### config.mk
export PLATFORM = sky130hd
export DESIGN_NAME = iob_eth_mem_arbiter
export DESIGN_NICKNAME = d
export VERILOG_FILES = /design/src/rtl/iob_eth_arb_pkg.sv /design/src/rtl/iob_eth_arb_rr.sv /design/src/rtl/iob_eth_mem_arbiter.sv
export SDC_FILE = /design/constraint.sdc
export NUM_CORES = 1
export LEC_CHECK = 0
export CORE_AREA = 2 2 121 123
export DETAILED_ROUTE_END_ITERATION = 8
export DIE_AREA = 0 0 123 125
export PLACE_DENSITY = 0.72
export SLEW_MARGIN = 15
export SYNTH_ARGS = -nofsm -noshare
export SYNTH_HDL_FRONTEND = slang
export SYNTH_SLANG_ARGS = --single-unit
### constraint.sdc
create_clock -name clk_i -period 2.8 [get_ports clk_i]
set_input_delay 0.56 -clock clk_i [delete_from_list [all_inputs] [get_ports clk_i]]
set_output_delay 0.56 -clock clk_i [all_outputs]
set_load 0.01 [all_outputs]
### src/rtl/iob_eth_arb_pkg.sv
// Shared encodings for the Ethernet DMA / CPU memory arbiter.
package iob_eth_arb_pkg;

    typedef enum logic {
        IDLE = 1'b0,
        BUSY = 1'b1
    } arb_state_t;

    localparam logic REQ_ETH = 1'b0;
    localparam logic REQ_CPU = 1'b1;

endpackage

### src/rtl/iob_eth_arb_rr.sv
// Two-way round-robin pick; the priority pointer is held by the caller.
module iob_eth_arb_rr
    import iob_eth_arb_pkg::*;
(
    input  logic [1:0] valid,
    input  logic       prio,
    output logic       winner,
    output logic       any_valid
);

    always_comb begin
        any_valid = |valid;
        winner    = REQ_ETH;
        if (&valid) begin
            winner = prio;
        end else if (valid[REQ_CPU]) begin
            winner = REQ_CPU;
        end
    end

endmodule

### src/rtl/iob_eth_mem_arbiter.sv
// Shares one IOb memory master port between the MAC DMA (s0) and the CPU (s1),
// with a watchdog that aborts transactions the memory never acknowledges.
module iob_eth_mem_arbiter
    import iob_eth_arb_pkg::*;
#(
    parameter int unsigned ADDR_W    = 32,
    parameter int unsigned DATA_W    = 32,
    parameter int unsigned TIMEOUT_W = 10
) (
    input  logic                  clk_i,
    input  logic                  arst_n_i,

    input  logic                  s0_valid,
    input  logic [ADDR_W-1:0]     s0_address,
    input  logic [DATA_W-1:0]     s0_wdata,
    input  logic [DATA_W/8-1:0]   s0_wstrb,
    output logic [DATA_W-1:0]     s0_rdata,
    output logic                  s0_ready,
    output logic                  s0_err,

    input  logic                  s1_valid,
    input  logic [ADDR_W-1:0]     s1_address,
    input  logic [DATA_W-1:0]     s1_wdata,
    input  logic [DATA_W/8-1:0]   s1_wstrb,
    output logic [DATA_W-1:0]     s1_rdata,
    output logic                  s1_ready,
    output logic                  s1_err,

    output logic                  m_valid,
    output logic [ADDR_W-1:0]     m_address,
    output logic [DATA_W-1:0]     m_wdata,
    output logic [DATA_W/8-1:0]   m_wstrb,
    input  logic [DATA_W-1:0]     m_rdata,
    input  logic                  m_ready
);

    localparam int unsigned STRB_W = DATA_W / 8;

    arb_state_t           state_q, state_d;
    logic                 prio_q, prio_d;
    logic                 gnt_q, gnt_d;
    logic                 m_valid_q, m_valid_d;
    logic [ADDR_W-1:0]    addr_q, addr_d;
    logic [DATA_W-1:0]    wdata_q, wdata_d;
    logic [STRB_W-1:0]    wstrb_q, wstrb_d;
    logic [TIMEOUT_W-1:0] wd_q, wd_d, wd_inc;
    logic                 winner, any_valid;
    logic                 done_c, abort_c;

    iob_eth_arb_rr u_rr (
        .valid     ({s1_valid, s0_valid}),
        .prio      (prio_q),
        .winner    (winner),
        .any_valid (any_valid)
    );

    // The watchdog fires on the cycle its count would reach all-ones.
    assign wd_inc = wd_q + TIMEOUT_W'(1);

    always_ff @(posedge clk_i or negedge arst_n_i) begin
        if (!arst_n_i) begin
            state_q   <= IDLE;
            prio_q    <= REQ_ETH;
            gnt_q     <= REQ_ETH;
            m_valid_q <= 1'b0;
            addr_q    <= '0;
            wdata_q   <= '0;
            wstrb_q   <= '0;
            wd_q      <= '0;
        end else begin
            state_q   <= state_d;
            prio_q    <= prio_d;
            gnt_q     <= gnt_d;
            m_valid_q <= m_valid_d;
            addr_q    <= addr_d;
            wdata_q   <= wdata_d;
            wstrb_q   <= wstrb_d;
            wd_q      <= wd_d;
        end
    end

    always_comb begin
        state_d   = state_q;
        prio_d    = prio_q;
        gnt_d     = gnt_q;
        m_valid_d = m_valid_q;
        addr_d    = addr_q;
        wdata_d   = wdata_q;
        wstrb_d   = wstrb_q;
        wd_d      = wd_q;
        done_c    = 1'b0;
        abort_c   = 1'b0;

        case (state_q)
            IDLE: begin
                if (any_valid) begin
                    gnt_d     = winner;
                    addr_d    = (winner == REQ_CPU) ? s1_address : s0_address;
                    wdata_d   = (winner == REQ_CPU) ? s1_wdata   : s0_wdata;
                    wstrb_d   = (winner == REQ_CPU) ? s1_wstrb   : s0_wstrb;
                    m_valid_d = 1'b1;
                    wd_d      = '0;
                    state_d   = BUSY;
                end
            end
            BUSY: begin
                wd_d = wd_inc;
                // A real completion takes precedence over a coincident timeout.
                if (m_ready) begin
                    done_c = 1'b1;
                end else if (wd_inc == {TIMEOUT_W{1'b1}}) begin
                    abort_c = 1'b1;
                end
                if (done_c || abort_c) begin
                    m_valid_d = 1'b0;
                    prio_d    = ~gnt_q;
                    state_d   = IDLE;
                end
            end
        endcase
    end

    assign m_valid   = m_valid_q;
    assign m_address = addr_q;
    assign m_wdata   = wdata_q;
    assign m_wstrb   = wstrb_q;

    // Response demux: only the granted requester ever sees ready/err/rdata.
    always_comb begin
        s0_ready = 1'b0;
        s0_err   = 1'b0;
        s0_rdata = '0;
        s1_ready = 1'b0;
        s1_err   = 1'b0;
        s1_rdata = '0;
        if (gnt_q == REQ_ETH) begin
            s0_ready = done_c | abort_c;
            s0_err   = abort_c;
            s0_rdata = done_c ? m_rdata : '0;
        end else begin
            s1_ready = done_c | abort_c;
            s1_err   = abort_c;
            s1_rdata = done_c ? m_rdata : '0;
        end
    end

endmodule

After elaboration in Yosys (flattened, before gate mapping)
Index checks and enable logic that the tools add are counted.
Widths: inputs -> output; s select.
- flip-flop bits (word level): 82
- bits of input ports: 173
- output and inout bits: 137
- word-level logic and storage cells: 48
- $add $sub $neg: 1
- equality and inequality tests: 3
- mux-type cells: 27
- bitwise gates (word level): 3
- reduce and logical (&&, ||, !) cells: 6
- operators with widths (kind ; count):
    $mux 32 ; 5
    $pmux 10 s2 ; 1
    $mux 1 ; 17
    $add 10x1->10 const B ; 1
    $eq 10x10->1 const B ; 1
    $mux 10 ; 1
    $reduce_and 2->1 ; 4
    $mux 4 ; 1
    $pmux 1 s2 ; 2
    $ne 2x1->1 const B ; 1
    $ne 2x2->1 const B ; 1
    $not 1->1 ; 2
    $reduce_or 2->1 ; 1
    $logic_or 1x1->1 ; 1
    $or 1x1->1 ; 1

Depth between registers and ports, before layout
- word-level depth: 8
- depth in mapped cells: 7
- gate-level depth less buffers: 6

Hierarchy
Synthesis repeated with hierarchy kept, for this count alone.
- cells, all modules: 457
- area, all modules: 4362.9 µm²
- modules (own cells, without submodules) (module ; instances ; cells each ; area an instance (µm²) ; sequential area each (µm²)):
    iob_eth_mem_arbiter ; 1 ; 454 ; 4345.4 ; 2052.0
    iob_eth_arb_rr ; 1 ; 3 ; 17.5 ; 0.0

Least setup slack after synthesis
Ideal clock, no wire load.
- path kind: reg2out
- start: reg wd_q[0]
- end: out s0_err
- data arrival time: 1.773 ns
- data required time: 2.240 ns
- slack: 0.467 ns
- stages on the path, launching flop included: 6
- path through: dfrtp_1 ha_1 nand3_1 or4_4 a211o_1 nor3_1
- word-level cells in the longest chain between the ends: 7
- RTL lines (what ; RTL line ; RTL):
    start: declaration ; iob_eth_mem_arbiter.sv:46 ; logic [TIMEOUT_W-1:0] wd_q, wd_d, wd_inc;
    start signal: assignment ; iob_eth_mem_arbiter.sv:78 ; wd_q <= wd_d;
    $add 10x1->10 ; iob_eth_mem_arbiter.sv:58 ; assign wd_inc = wd_q + TIMEOUT_W'(1);
    $eq 10x10->1 ; iob_eth_mem_arbiter.sv:111 ; end else if (wd_inc == {TIMEOUT_W{1'b1}}) begin
    $mux 1 ; iob_eth_mem_arbiter.sv:111 ;
    $mux 1 ; iob_eth_mem_arbiter.sv:109 ; if (m_ready) begin
    $mux 1 (2 in series) ; iob_eth_mem_arbiter.sv:94 ; case (state_q)
    $mux 1 ; iob_eth_mem_arbiter.sv:136 ; if (gnt_q == REQ_ETH) begin
    end: declaration ; iob_eth_mem_arbiter.sv:19 ; output logic s0_err,
Every way passes these cells. The select of a mux whose other input is x is not followed.

Worst setup path in the final report
- start: in m_ready
- end: out s1_rdata[19]
- word-level cells in the longest chain between the ends: 5
- RTL lines (what ; RTL line ; RTL):
    start: declaration ; iob_eth_mem_arbiter.sv:34 ; input logic m_ready
    $mux 1 ; iob_eth_mem_arbiter.sv:109 ;
    $mux 1 (2 in series) ; iob_eth_mem_arbiter.sv:94 ;
    $mux 32 ; iob_eth_mem_arbiter.sv:143 ; s1_rdata = done_c ? m_rdata : '0;
    $mux 32 ; iob_eth_mem_arbiter.sv:136 ;
    end: declaration ; iob_eth_mem_arbiter.sv:25 ; output logic [DATA_W-1:0] s1_rdata,
Every way passes these cells. The select of a mux whose other input is x is not followed.

==> summary by stage <==
Power
Internal power comes to 0.003255 W. Power spread over the standard cell area amounts to 561.4 nW/µm². The portion of total power attributed to the clock network is 27.9%. Across the VDD grid, the largest voltage drop is 0.2683 mV. The sequential power share is 34.7%.

Power comes to 0.004605 W. The static leakage is 4.102 nW. The switching share of power is 29.30%. The analysis attributes to net switching a power of 0.001349 W. The combinational fraction of design power is 37.4%.

Timing
The final number of hold-violating endpoints is 0. After layout, the worst path uses 98.59% of the clock period. For this run, the top clock speed supported by timing is 362.2 MHz. The shortest clock period the worst path allows after layout is 2.761 ns. Setup violations remaining at the end of the flow were counted as 0. The total negative slack for setup checks is 0 ns. For the pin with the worst max-slew slack, the measured transition is 0.6168 ns. The number of slew-limit violations in the final report was 0.

Hold timing on the final database bottoms out at a slack of 0.1104 ns. The worst setup skew after layout is 0.005963 ns. Measured against its own limit, the worst slew margin works out to 58.88%. Setup repair after global routing could not meet its margin everywhere. Setup slack on the critical path of the routed design comes to 0.03946 ns.

CTS
The clock transition at the registers of the reported paths is 0.06 ns. The number of sinks on the clock net is 82. The clock tree synthesis step divided the H-tree into 3 levels.

The later-pin clock latency in the skew report is 0.33 ns. The clock passes through at most 2 buffers. The CTS tree is built. In this run, post-CTS hold repair placed 0 buffers.

Clock tree synthesis inserted a total of 9 buffers. The clock tree root driver cell is clkbuf_16.

Synthesis
The average size of a mapped cell is 9.399 µm². Counting every net in the synthesized netlist gives 628. Of the synthesized area, sequential elements account for 48.19%. Summing every instance area after synthesis gives 4258 µm². The post-synthesis register bit count is 82. The count of mapped cells out of synthesis is 453. The count of synthesis-stage warnings from yosys is 0. Counting distinct cell types in the post-synthesis netlist gives 27.

Floorplanning
Once the floorplan was initialized, standard cells occupied 29.98% of the core. The die area is 15380 µm². After floorplanning, the core was divided into 44 placement rows. The chip height is 125 µm. The area inside the core boundary is 14200 µm². The chip width is 123 µm. For this design the top-level I/O count stands at 310.

Layout
The signed area change from the synthesized netlist to the final layout is 92.62%. In the layout the commonest cells are clkdlybuf4s50_1 (271), nand2_1 (83), dfrtp_1 (82). 0 antenna diodes ended up in the layout. The final layout contains 946 nets. The fraction of final layout cells sized beyond drive strength 1 is 7.861%. The leading cell type in the layout, fill and taps excluded is clkdlybuf4s50_1. The final cell utilization of the core is 57.74%.

Place
The placer congestion estimate is 0.8981. Timing analysis after detailed placement gives a worst setup slack of -0.08589 ns. The wire-length estimate of the detail-placed layout is 11410 µm. The number of I/O port buffers is 309.

Setup path
The capturing point of the worst reg2reg path is prio_q. Of all nets on the critical path, the largest fanout is 33. The capture point of the worst path is s1_rdata[19].

In this run the register-to-register setup slack is 0.89 ns. In this run the worst setup path begins at m_ready. In this run the critical register-to-register path is launched from wd_q[0]. The data required time at the worst endpoint is 2.24 ns.

Data arrives at the worst endpoint at 2.20 ns. The element type at the critical path end is a primary output. The count of cells along the worst register-to-register path is 6. The critical path in this run is classified as input pin to primary output. The startpoint kind of the worst setup timing path is an input pin.

GRT
The number of global-route vias before repair is 4427. The initial antenna violation count is 0. The first-pass GRT wire length is 22630 µm.

The largest net degree at the start of global routing is 83. The total global-route track usage is 18.89%. The total global routing overflow is 0.

Routing
The number of iterations in the first detailed-routing pass is 4. The number of vias after detailed routing is 4329. The detail route stage leaves a number of antenna-violating nets equal to 0.

The mean routed wirelength per cell is 15.22 µm. After detailed routing, the number of remaining DRC violations is 0. The via-per-instance ratio is 4.509. The number of DRC violations after detailed-routing iteration 0 is 124. The routed wire length is 14610 µm.

Status
The flow ran to the end, and the final reports show no timing, DRC or antenna violations.

Run
The max-capacitance violation count is 0.

Hold path
The classification of the worst-slack hold path is input pin to asynchronous set/reset pin.
==> area by class of cell <==
class                   count  area [µm²]
clock buffers              10       239.0
clock inverters             6       90.09
fillers                  1223        6002
inverters                   5       18.77
multi-input cells         335        2113
flip-flops and latches     82        2052
well taps                 184       230.2
repair buffers            338        3458
==> sequential cells by signal, indices dropped and copies added, names as in the netlist <==
| name | cells |
|---|---|
| m_wstrb | 4 |
| prio_q | 1 |
| m_valid | 1 |
| m_address | 32 |
| wd_q | 10 |
| state_q | 1 |
| m_wdata | 32 |
| gnt_q | 1 |
==> synthesized netlist by cell type <==
library cell,count,area [µm²]
and2_1,64,400.4
xor2_1,2,17.52
a211oi_1,2,15.01
nand4_1,2,12.51
inv_2,1,3.750
inv_1,4,15.01
a2111oi_0,1,8.760
buf_1,1,3.750
nor3_1,5,25.02
buf_2,6,30.03
o21ai_0,81,405.4
mux2i_1,68,680.7
or3_1,1,6.260
nand3_1,4,20.02
a211o_1,1,8.760
dfrtp_1,82,2052
xnor2_1,5,43.79
nand2_1,84,315.3
nor2_1,7,26.28
o211ai_1,1,7.510
clkbuf_1,23,86.33
ha_1,2,25.02
a21oi_1,2,10.01
o31ai_1,1,7.510
a21o_2,1,8.760
buf_6,1,11.26
or4_4,1,11.26
==> what timing repair did <==
action	CTS	global route
gates resized for setup	22	36
pin swaps	0	2
setup buffers	1	3
gates cloned	0	1
setup endpoints to repair	6	68
==> worst max-delay path: stages <==
cell and delay [ns]:
clkdlybuf4s50_1 0.50, nand2_2 0.11, nor2_2 0.15, buf_12 0.18
and2_1 0.16, clkdlybuf4s50_1 0.54
==> per-stage QoR <==
stage	std cells	instance area, µm²
CTS	955	8029
floorplan	453	4258
global placement	938	7692
global route	960	8202
detailed placement	938	7692
finish	960	8202
==> worst min path at each step <==
| stage | from | end | cells past startpoint |
|---|---|---|---|
| floorplan | arst_n_i | gnt_q | 0 |
| global placement | m_wdata[10] | m_wdata[10] | 2 |
| detailed placement | m_address[6] | m_address[6] | 2 |
| CTS | arst_n_i | m_wdata[31] | 1 |
| global route | arst_n_i | m_address[25] | 1 |
| finish | arst_n_i | m_address[25] | 1 |
==> power by group through the flow <==
stage	Sequential [W]	Clock, W	Combinational, W
6_report	0.00160	0.00128	0.00172
3_3_place_gp	0.00160	0	0.00169
2_1_floorplan	0.00172	0	0.000503
4_1_cts	0.00160	0.00133	0.00173
3_5_place_dp	0.00161	0	0.00172
5_1_grt	0.00163	0.00138	0.00188
==> logic make-up after synthesis <==
logic type	synth area share, %
buffers and inverters	3.526
AO/OA/AOI/OAI	11.08
multiplexers	15.99
AND/OR/NAND/NOR	19.19
XOR/XNOR	1.440
adder cells (fa/ha/maj)	0.5876
flip-flops	48.19
==> metal layers <==
layer	global-route usage [%]	share of wire, %	vias up
li1	-	-	2161
met1	23.43	41	1992
met3	4.699	7.6	16
met4	5.816	1.5	0
met2	32.14	50	160
met5	0	0	-
Power figures use the tool's default switching activity.
